## config.mk

```make
export PLATFORM = sky130hd
export DESIGN_NAME = pem_lockin_mixer
export DESIGN_NICKNAME = d
export VERILOG_FILES = /design/src/rtl/pem_mix_pkg.sv /design/src/rtl/pem_mix_mult.sv /design/src/rtl/pem_lockin_mixer.sv
export SDC_FILE = /design/constraint.sdc
export NUM_CORES = 2
export LEC_CHECK = 0
export ABC_AREA = 1
export BUFFER_PORTS_ARGS = -buffer_cell sky130_fd_sc_hd__buf_2
export CELL_PAD_IN_SITES_DETAIL_PLACEMENT = 2
export CELL_PAD_IN_SITES_GLOBAL_PLACEMENT = 2
export CORE_ASPECT_RATIO = 1.25
export CORE_MARGIN = 2
export CORE_UTILIZATION = 39
export DETAILED_ROUTE_END_ITERATION = 6
export PLACE_DENSITY_LB_ADDON = 0.05
export SETUP_SLACK_MARGIN = 0.02
export SLEW_MARGIN = 20
export SYNTH_ARGS = -nofsm -noshare
export SYNTH_HDL_FRONTEND = slang
export SYNTH_SLANG_ARGS = --single-unit
```

## constraint.sdc

```tcl
create_clock -name alg_clk -period 8 [get_ports alg_clk]
set_input_delay 1.6 -clock alg_clk [delete_from_list [all_inputs] [get_ports alg_clk]]
set_output_delay 1.6 -clock alg_clk [all_outputs]
set_load 0.05 [all_outputs]
```

## src/rtl/pem_mix_pkg.sv

```systemverilog
// Shared constants and types for the PEM lock-in mixer: widths, table geometry,
// ROM latency, product slice indices and the control state enum.
package pem_mix_pkg;

  localparam int ADDR_W      = 9;
  localparam int TBL_DEPTH   = 512;
  localparam int FRAME_EDGES = 10;
  localparam int ROM_LAT     = 2;
  localparam int WAVE_W      = 48;
  localparam int REF_W       = 16;

  localparam int PROD_W      = REF_W + WAVE_W;
  localparam int MIX_LSB     = 17;
  localparam int MIX_MSB     = PROD_W - 1;
  localparam int MIX_W       = MIX_MSB - MIX_LSB + 1;

  localparam int EDGE_CNT_W  = $clog2(FRAME_EDGES + 1);
  localparam int SAMP_CNT_W  = $clog2(TBL_DEPTH + 1);

  typedef enum logic [1:0] {
    ST_IDLE,
    ST_ARM,
    ST_RUN
  } mix_state_e;

endpackage

```

## src/rtl/pem_mix_mult.sv

```systemverilog
// Registered signed REF_W x WAVE_W multiplier; emits product[MIX_MSB:MIX_LSB]
// with its valid carried alongside.
module pem_mix_mult
  import pem_mix_pkg::*;
(
  input  logic                     alg_clk,
  input  logic                     alg_rst,
  input  logic                     in_valid,
  input  logic signed [REF_W-1:0]  ref_smp,
  input  logic signed [WAVE_W-1:0] wave_word,
  output logic [MIX_W-1:0]         mix,
  output logic                     mix_valid
);

  logic signed [PROD_W-1:0] prod;

  // Both operands are sign-extended to the full product width before multiplying.
  assign prod = PROD_W'(ref_smp) * PROD_W'(wave_word);

  always_ff @(posedge alg_clk) begin
    if (alg_rst) begin
      mix       <= '0;
      mix_valid <= 1'b0;
    end else begin
      mix_valid <= in_valid;
      if (in_valid) begin
        mix <= MIX_W'(prod >>> MIX_LSB);
      end
    end
  end

endmodule

```

## src/rtl/pem_lockin_mixer.sv

```systemverilog
// PEM frame-locked wave-table addressing and I/Q mixing of the ref sample stream.
// Frame-length supervision (period_err) is compiled in with PEM_PERIOD_CHECK_EN.
module pem_lockin_mixer
  import pem_mix_pkg::*;
(
  input  logic              alg_clk,
  input  logic              alg_rst,
  input  logic              enable,
  input  logic [REF_W-1:0]  ref_dat,
  input  logic              ref_dat_valid,
  input  logic              pem_edge,
  output logic              wave_dat_req,
  output logic [ADDR_W-1:0] wave_addr,
  input  logic [WAVE_W-1:0] wave_dat_sine,
  input  logic [WAVE_W-1:0] wave_dat_cosine,
  output logic [MIX_W-1:0]  mix_sine,
  output logic [MIX_W-1:0]  mix_cosine,
  output logic              mix_valid,
  output logic              locked,
  output logic              period_err
);

  mix_state_e            state_q, state_d;
  logic [ADDR_W-1:0]     addr_d, addr_inc;
  logic [EDGE_CNT_W-1:0] edge_cnt_q, edge_cnt_d;
  logic                  locked_d;
  logic                  issue;
  logic                  edge_smp, frame_end;
`ifdef PEM_PERIOD_CHECK_EN
  logic [SAMP_CNT_W-1:0] samp_cnt_q, samp_cnt_d;
  logic                  err_d;
`endif

  assign edge_smp  = ref_dat_valid & pem_edge;
  assign frame_end = edge_smp && (edge_cnt_q == EDGE_CNT_W'(FRAME_EDGES));
  assign addr_inc  = (wave_addr == ADDR_W'(TBL_DEPTH - 1)) ? '0 : wave_addr + ADDR_W'(1);

  // NOTE: every signal written here gets a default first, so no path leaves it unassigned (no latch).
  always_comb begin
    state_d    = state_q;
    addr_d     = wave_addr;
    edge_cnt_d = edge_cnt_q;
    locked_d   = locked;
    issue      = 1'b0;
`ifdef PEM_PERIOD_CHECK_EN
    samp_cnt_d = samp_cnt_q;
    err_d      = 1'b0;
`endif
    if (!enable) begin
      state_d    = ST_IDLE;
      edge_cnt_d = '0;
      locked_d   = 1'b0;
    end else begin
      case (state_q)
        ST_IDLE: state_d = ST_ARM;
        ST_ARM: begin
          if (edge_smp) begin
            state_d    = ST_RUN;
            issue      = 1'b1;
            addr_d     = '0;
            edge_cnt_d = EDGE_CNT_W'(1);
`ifdef PEM_PERIOD_CHECK_EN
            samp_cnt_d = SAMP_CNT_W'(1);
`endif
          end
        end
        ST_RUN: begin
          if (ref_dat_valid) begin
            issue = 1'b1;
            if (frame_end) begin
              addr_d     = '0;
              edge_cnt_d = EDGE_CNT_W'(1);
              locked_d   = 1'b1;
`ifdef PEM_PERIOD_CHECK_EN
              samp_cnt_d = SAMP_CNT_W'(1);
              if (samp_cnt_q != SAMP_CNT_W'(TBL_DEPTH)) begin
                err_d    = 1'b1;
                locked_d = 1'b0;
              end
`endif
            end
`ifdef PEM_PERIOD_CHECK_EN
            // A full table has gone by with no restart edge: drop lock and re-arm.
            else if (samp_cnt_q == SAMP_CNT_W'(TBL_DEPTH)) begin
              issue      = 1'b0;
              err_d      = 1'b1;
              locked_d   = 1'b0;
              edge_cnt_d = '0;
              state_d    = ST_ARM;
            end
`endif
            else begin
              addr_d = addr_inc;
              if (pem_edge) begin
                edge_cnt_d = edge_cnt_q + EDGE_CNT_W'(1);
              end
`ifdef PEM_PERIOD_CHECK_EN
              samp_cnt_d = samp_cnt_q + SAMP_CNT_W'(1);
`endif
            end
          end
        end
        default: state_d = ST_IDLE;
      endcase
    end
  end

  logic [ROM_LAT:0] vld_sr;

  // NOTE: registered state uses non-blocking assignments so every flop samples pre-edge values.
  always_ff @(posedge alg_clk) begin
    if (alg_rst) begin
      state_q    <= ST_IDLE;
      wave_addr  <= '0;
      edge_cnt_q <= '0;
      locked     <= 1'b0;
      vld_sr     <= '0;
    end else begin
      state_q    <= state_d;
      wave_addr  <= addr_d;
      edge_cnt_q <= edge_cnt_d;
      locked     <= locked_d;
      vld_sr     <= {vld_sr[ROM_LAT-1:0], issue};
    end
  end

  assign wave_dat_req = vld_sr[0];

`ifdef PEM_PERIOD_CHECK_EN
  always_ff @(posedge alg_clk) begin
    if (alg_rst) begin
      samp_cnt_q <= '0;
      period_err <= 1'b0;
    end else begin
      samp_cnt_q <= samp_cnt_d;
      period_err <= err_d;
    end
  end
`else
  assign period_err = 1'b0;
`endif

  // Ref sample delayed ROM_LAT+1 so it meets the table words returned for its request.
  logic [REF_W-1:0] ref_sr [ROM_LAT+1];

  // NOTE: data-only pipeline is left unreset; the reset valid bits already mask its contents.
  always_ff @(posedge alg_clk) begin
    ref_sr[0] <= ref_dat;
    for (int i = 1; i <= ROM_LAT; i++) begin
      ref_sr[i] <= ref_sr[i-1];
    end
  end

  logic sin_valid, cos_valid;

  pem_mix_mult u_mult_sine (
    .alg_clk   (alg_clk),
    .alg_rst   (alg_rst),
    .in_valid  (vld_sr[ROM_LAT]),
    .ref_smp   ($signed(ref_sr[ROM_LAT])),
    .wave_word ($signed(wave_dat_sine)),
    .mix       (mix_sine),
    .mix_valid (sin_valid)
  );

  pem_mix_mult u_mult_cosine (
    .alg_clk   (alg_clk),
    .alg_rst   (alg_rst),
    .in_valid  (vld_sr[ROM_LAT]),
    .ref_smp   ($signed(ref_sr[ROM_LAT])),
    .wave_word ($signed(wave_dat_cosine)),
    .mix       (mix_cosine),
    .mix_valid (cos_valid)
  );

  assign mix_valid = sin_valid & cos_valid;

endmodule
```

=== After elaboration in Yosys (flattened, before gate mapping) ===
Memories as Yosys holds them, arrays and structs flattened.
Cells that the tools add are included.

* Memories: 1
* RAM bits: 48
* Register bits: 114
* Input bits: 117
* Output and inout bits: 107
* Word-level logic and storage cells: 47

{| class="wikitable"
|+ Memory list
! memory !! depth !! bits a word !! read ports !! clocked after Yosys merged registers in !! wr ports !! RTL line !! source
|-
| ref_sr || 3 || 16 || 3 || 0 || 3 || pem_lockin_mixer.sv:144 || <nowiki>logic [REF_W-1:0] ref_sr [ROM_LAT+1];</nowiki>
|}

* Equal/unequal tests: 7
* Reduce and logical (&&, ||, !) cells: 8
* $add $sub $neg: 2
* Mux-type cells: 15
* Multiply operators: 2
* Bitwise gates (word level): 3

{| class="wikitable"
|+ Operators by type and width
! operator !! count
|-
| $mul A16 B48 Y64 || 2
|-
| $mux W9 || 4
|-
| $pmux W9 S2 || 1
|-
| $mux W4 || 4
|-
| $add A9 B1 Y9 const B || 1
|-
| $eq A9 B9 Y1 const B || 1
|-
| $pmux W4 S2 || 1
|-
| $reduce_and A4 Y1 || 2
|-
| $pmux W2 S3 || 1
|-
| $add A4 B1 Y4 const B || 1
|-
| $eq A4 B4 Y1 const B || 1
|-
| $ne A2 B2 Y1 const B || 2
|-
| $ne A3 B3 Y1 const B || 1
|-
| $reduce_and A3 Y1 || 1
|-
| $eq A2 B1 Y1 const B || 1
|-
| $eq A2 B2 Y1 const B || 1
|-
| $logic_not A2 Y1 || 1
|-
| $mux W1 || 2
|-
| $mux W2 || 1
|-
| $not A1 Y1 || 2
|-
| $pmux W1 S2 || 1
|-
| $reduce_and A2 Y1 || 1
|-
| $reduce_bool A2 Y1 || 1
|-
| $reduce_or A2 Y1 || 1
|-
| other kinds (2) || 2
|}

=== Depth between registers and ports, before layout ===
* Depth in word-level cells: 5
* Mapped depth: 31
* Depth with buffers taken out: 29

=== Modules after synthesis ===
From an unflattened synthesis, not the netlist that was laid out.

* Cell total of the unflattened synthesis: 8387
* Area total of the unflattened synthesis: 61211.2 µm²

{| class="wikitable"
|+ By module, submodules not included
! module !! area an instance (µm²) !! cells an instance !! times used !! sequential area each (µm²)
|-
| pem_mix_mult (u_mult_cosine) || 29737.3 || 4136 || 1 || 960.9
|-
| pem_mix_mult (u_mult_sine) || 29440.7 || 4042 || 1 || 960.9
|-
| pem_lockin_mixer || 2033.2 || 209 || 1 || 1341.3
|}

=== Worst setup path before layout ===
No wires, ideal clock.

* Kind: input-to-reg
* From: input wave_dat_cosine[26]
* To: register u_mult_cosine.mix[43]
* Arrival: 6.717 ns
* Setup slack: 1.174 ns
* Stages on the path: 24
* Required time: 7.891 ns
* Buffers on the path: 2
* Setup time: 0.109 ns
* Cells stage by stage: clkbuf_1 clkbuf_1 nand2_1 fa_1 fa_1 fa_1 inv_1 fa_1 fa_1 inv_1 fa_1 inv_1 ha_1 a21oi_1 a21boi_0 nand2_1 a21oi_1 nand2_1 nand2_1 nand2_1 nand2_1 nand3_1 nand2_1 inv_1

* Longest elaborated chain between the ends: 1

{| class="wikitable"
|+ Ends and longest elaborated chain
! element !! RTL line !! source
|-
| from (decl) || pem_lockin_mixer.sv:15 || <nowiki>input logic [WAVE_W-1:0] wave_dat_cosine,</nowiki>
|-
| $mul A16 B48 Y64 || pem_mix_mult.sv:18 || <nowiki>assign prod = PROD_W'(ref_smp) * PROD_W'(wave_word);</nowiki>
|-
| to (signal assigned) || pem_mix_mult.sv:27 || <nowiki>mix <= MIX_W'(prod >>> MIX_LSB);</nowiki>
|-
| to (decl) || pem_mix_mult.sv:11 || <nowiki>output logic [MIX_W-1:0] mix,</nowiki>
|}

Every way passes these cells.
A chain may end at the register's enable or synchronous reset.

=== Worst setup path in the final report ===
* From: input wave_dat_sine[19]
* To: register u_mult_sine.mix[41]

* Longest elaborated chain between the ends: 1

{| class="wikitable"
|+ Ends and longest elaborated chain
! element !! RTL line !! source
|-
| from (decl) || pem_lockin_mixer.sv:14 || <nowiki>input logic [WAVE_W-1:0] wave_dat_sine,</nowiki>
|-
| $mul A16 B48 Y64 || pem_mix_mult.sv:18 ||
|-
| to (signal assigned) || pem_mix_mult.sv:27 ||
|-
| to (decl) || pem_mix_mult.sv:11 ||
|}

Every way passes these cells.

==> flow_summary.yaml <==
grt:
  grt_pass1_wl_mm: 372
  grt_overflow: 0
  grt_max_degree: 75
  antenna_found_initial: 34
  grt_pass1_vias: 61773
  grtUsageTotal: 0.312
clocking:
  clk_latency_ns: 0.58
  h-tree-depth: 4
  clk_path_buf_depth: 2
  post_cts_buffers: 0
  cts.repair.resized: 0
  clk_pin_slew_ns: 0.09
  hold_buffers: 0
  cts.sinks: 162
  cts_tree: "built"
  cts_made_buffers: 17
  root_buffer: "clkbuf_16"
logic_synthesis:
  syn_area_um2: 60700
  async_flop_share: 0
  yosys_warnings: 0
  syn-num-nets: 10096
  synth_edf_count: 0
  synth_cell_type_count: 40
  synth_cells: 8268
  yosys_most_used_dff: "dfxtp_1"
  yosysSeqAreaShare: 0.0534
  ys_ff_latch: 162
  syn-mean-instance-area_um2: 7.34
detailed_routing:
  drtIter0Drc: 2506
  drc: 0
  first_pass_iters: 6
  vias: 52005
  post_drt_wl_per_cell_um: 23.2
  wl_mm: 240
  detail-route-antenna-nets: 0
  viasPerCell: 5.02
cells_and_area:
  drive_above_1_share: 0.0577
  final_util: 0.422
  final_common_cell: "inv_1"
  area_growth_pct: 7.25
  final_cell_mix: "inv_1, nand2_1, fa_1"
  nets: 10118
hold_path:
  hold_end: "ref_sr[0][46]"
  min_path_type: "reg -> reg"
  hp-start: "ref_sr[0][30]"
  hold_depth: 0
timing:
  setup_violations: 0
  period_share: 0.923
  hold_ws_ns: 0.324
  fin_skew_ns: 0.0361
  final_max_slew_viol_count: 0
  finalCriticalPeriod_ns: 7.38
  rsz0062_at_grt: "no"
  worst_slew_pin_slew_ns: 0.919
  fin_setup_tns_ns: 0
  fmax_mhz: 135
  relSlewSlack: 0.387
  hold_violations: 0
die:
  die_w_um: 357
  die_area_um2: 159000
  die_h_um: 445
  core_area_um2: 154000
  pin_count: 224
  rows: 161
  initial_utilization: 0.393
place:
  dp_hpwl_mm: 201
  io_buffers: 222
  place_congestion: 0.915
worst_setup_path:
  end_kind: "flip-flop"
  r2r-end: "u_mult_sine.mix[38]"
  r2r_slack_ns: 0.91
  reg2reg_depth: 25
  path_class: "in -> reg"
  arrival_ns: 7.86
  critPathLaunchType: "primary input"
  worstPathRequired_ns: 8.48
  timing.rr.start: "ref_sr[0][33]"
  critPathMaxFanout: 16
run:
  drv_cap: 0
status:
  status: "finished clean"
[synthesized netlist by cell type (35+ instances only)]
library cell     n  area (µm²)
inv_1         2634        9890
nand2_1       2092        7850
fa_1          1418       28400
nor2_1         517        1940
clkbuf_1       341        1280
ha_1           293        3670
a21oi_1        208        1040
nand3_1        193         966
dfxtp_1        162        3240
o21ai_0        152         761
buf_1           39         146
nand4_1         35         219
[sequential cells by signal, summed over array words and instances (netlist names)]
signal and cells:
ref_sr 48, u_mult_cosine.mix 47, u_mult_sine.mix 47, wave_addr 9
edge_cnt_q 4, vld_sr 3, state_q 2, locked 1
u_mult_cosine.mix_valid 1
[worst max-delay path by stage]
stage	startpoint	endpoint	slack, ns	cells past startpoint
detailed placement	wave_dat_sine[36]	u_mult_sine.mix[27]	0.12	25
global placement	wave_dat_sine[18]	u_mult_sine.mix[27]	0.27	24
floorplan	wave_dat_cosine[26]	u_mult_cosine.mix[43]	1.17	24
finish	wave_dat_sine[19]	u_mult_sine.mix[41]	0.62	23
global route	wave_dat_sine[18]	u_mult_sine.mix[27]	0.38	24
CTS	wave_dat_sine[36]	u_mult_sine.mix[27]	0.74	25
[area by class of cell]
type,instances,area [µm²]
Timing Repair Buffer,384,2580
Tap cell,2037,2550
Fill cell,18337,89200
Multi-Input combinational cell,5087,46100
Clock buffer,21,472
Antenna cell,12,30.0
Clock inverter,11,139
Sequential cell,162,3300
Inverter,2638,9910
[logic make-up (layout without fill, tap and decap cells)]
kind of cell | Yosys count | in the layout | share of synthesized area
AO/OA/AOI/OAI | 424 | 424 | 0.0376
XOR/XNOR | 35 | 35 | 0.00505
AND/OR/NAND/NOR | 2916 | 2916 | 0.189
adder cells (fa/ha/maj) | 1711 | 1711 | 0.528
flip-flops | 162 | 162 | 0.0534
buffers and inverters | 3019 | 3054 | 0.187
other | 1 | 13 | 0.0000618
[critical path: stages]
cell and delay (ns):
buf_2 0.45, nand2_1 0.17, fa_1 0.53, fa_1 0.53
fa_1 0.53, inv_1 0.07, fa_1 0.50, fa_1 0.51
inv_1 0.05, fa_1 0.49, inv_1 0.13, ha_1 0.48
nand2_1 0.16, nor2_1 0.24, nand2_1 0.20, nor3_1 0.39
nand2_1 0.16, nand2_1 0.16, nand2_1 0.17, nand3_1 0.13
nand3_1 0.07, nand2_1 0.08, inv_1 0.04
[per-layer routing]
metal,share of wire,global-route usage,vias to the layer above
li1,-,-,22971
met5,0.00048,0,-
met2,0.51,0.554,1042
met3,0.039,0.0330,351
met1,0.42,0.399,27625
met4,0.029,0.0906,16
[metrics by stage]
stage / cell area (µm²) / setup slack, ns / instances
2_1_floorplan: 60700 / 1.17 / 8268
3_3_place_gp: 64400 / 0.271 / 10308
3_5_place_dp: 64500 / 0.118 / 10308
4_1_cts: 65100 / 0.744 / 10340
5_1_grt: 65100 / 0.380 / 10347
6_report: 65100 / 0.619 / 10352
Power is not shown: default switching activity piles up to over one toggle a cycle in this logic, so the estimate is an artifact.
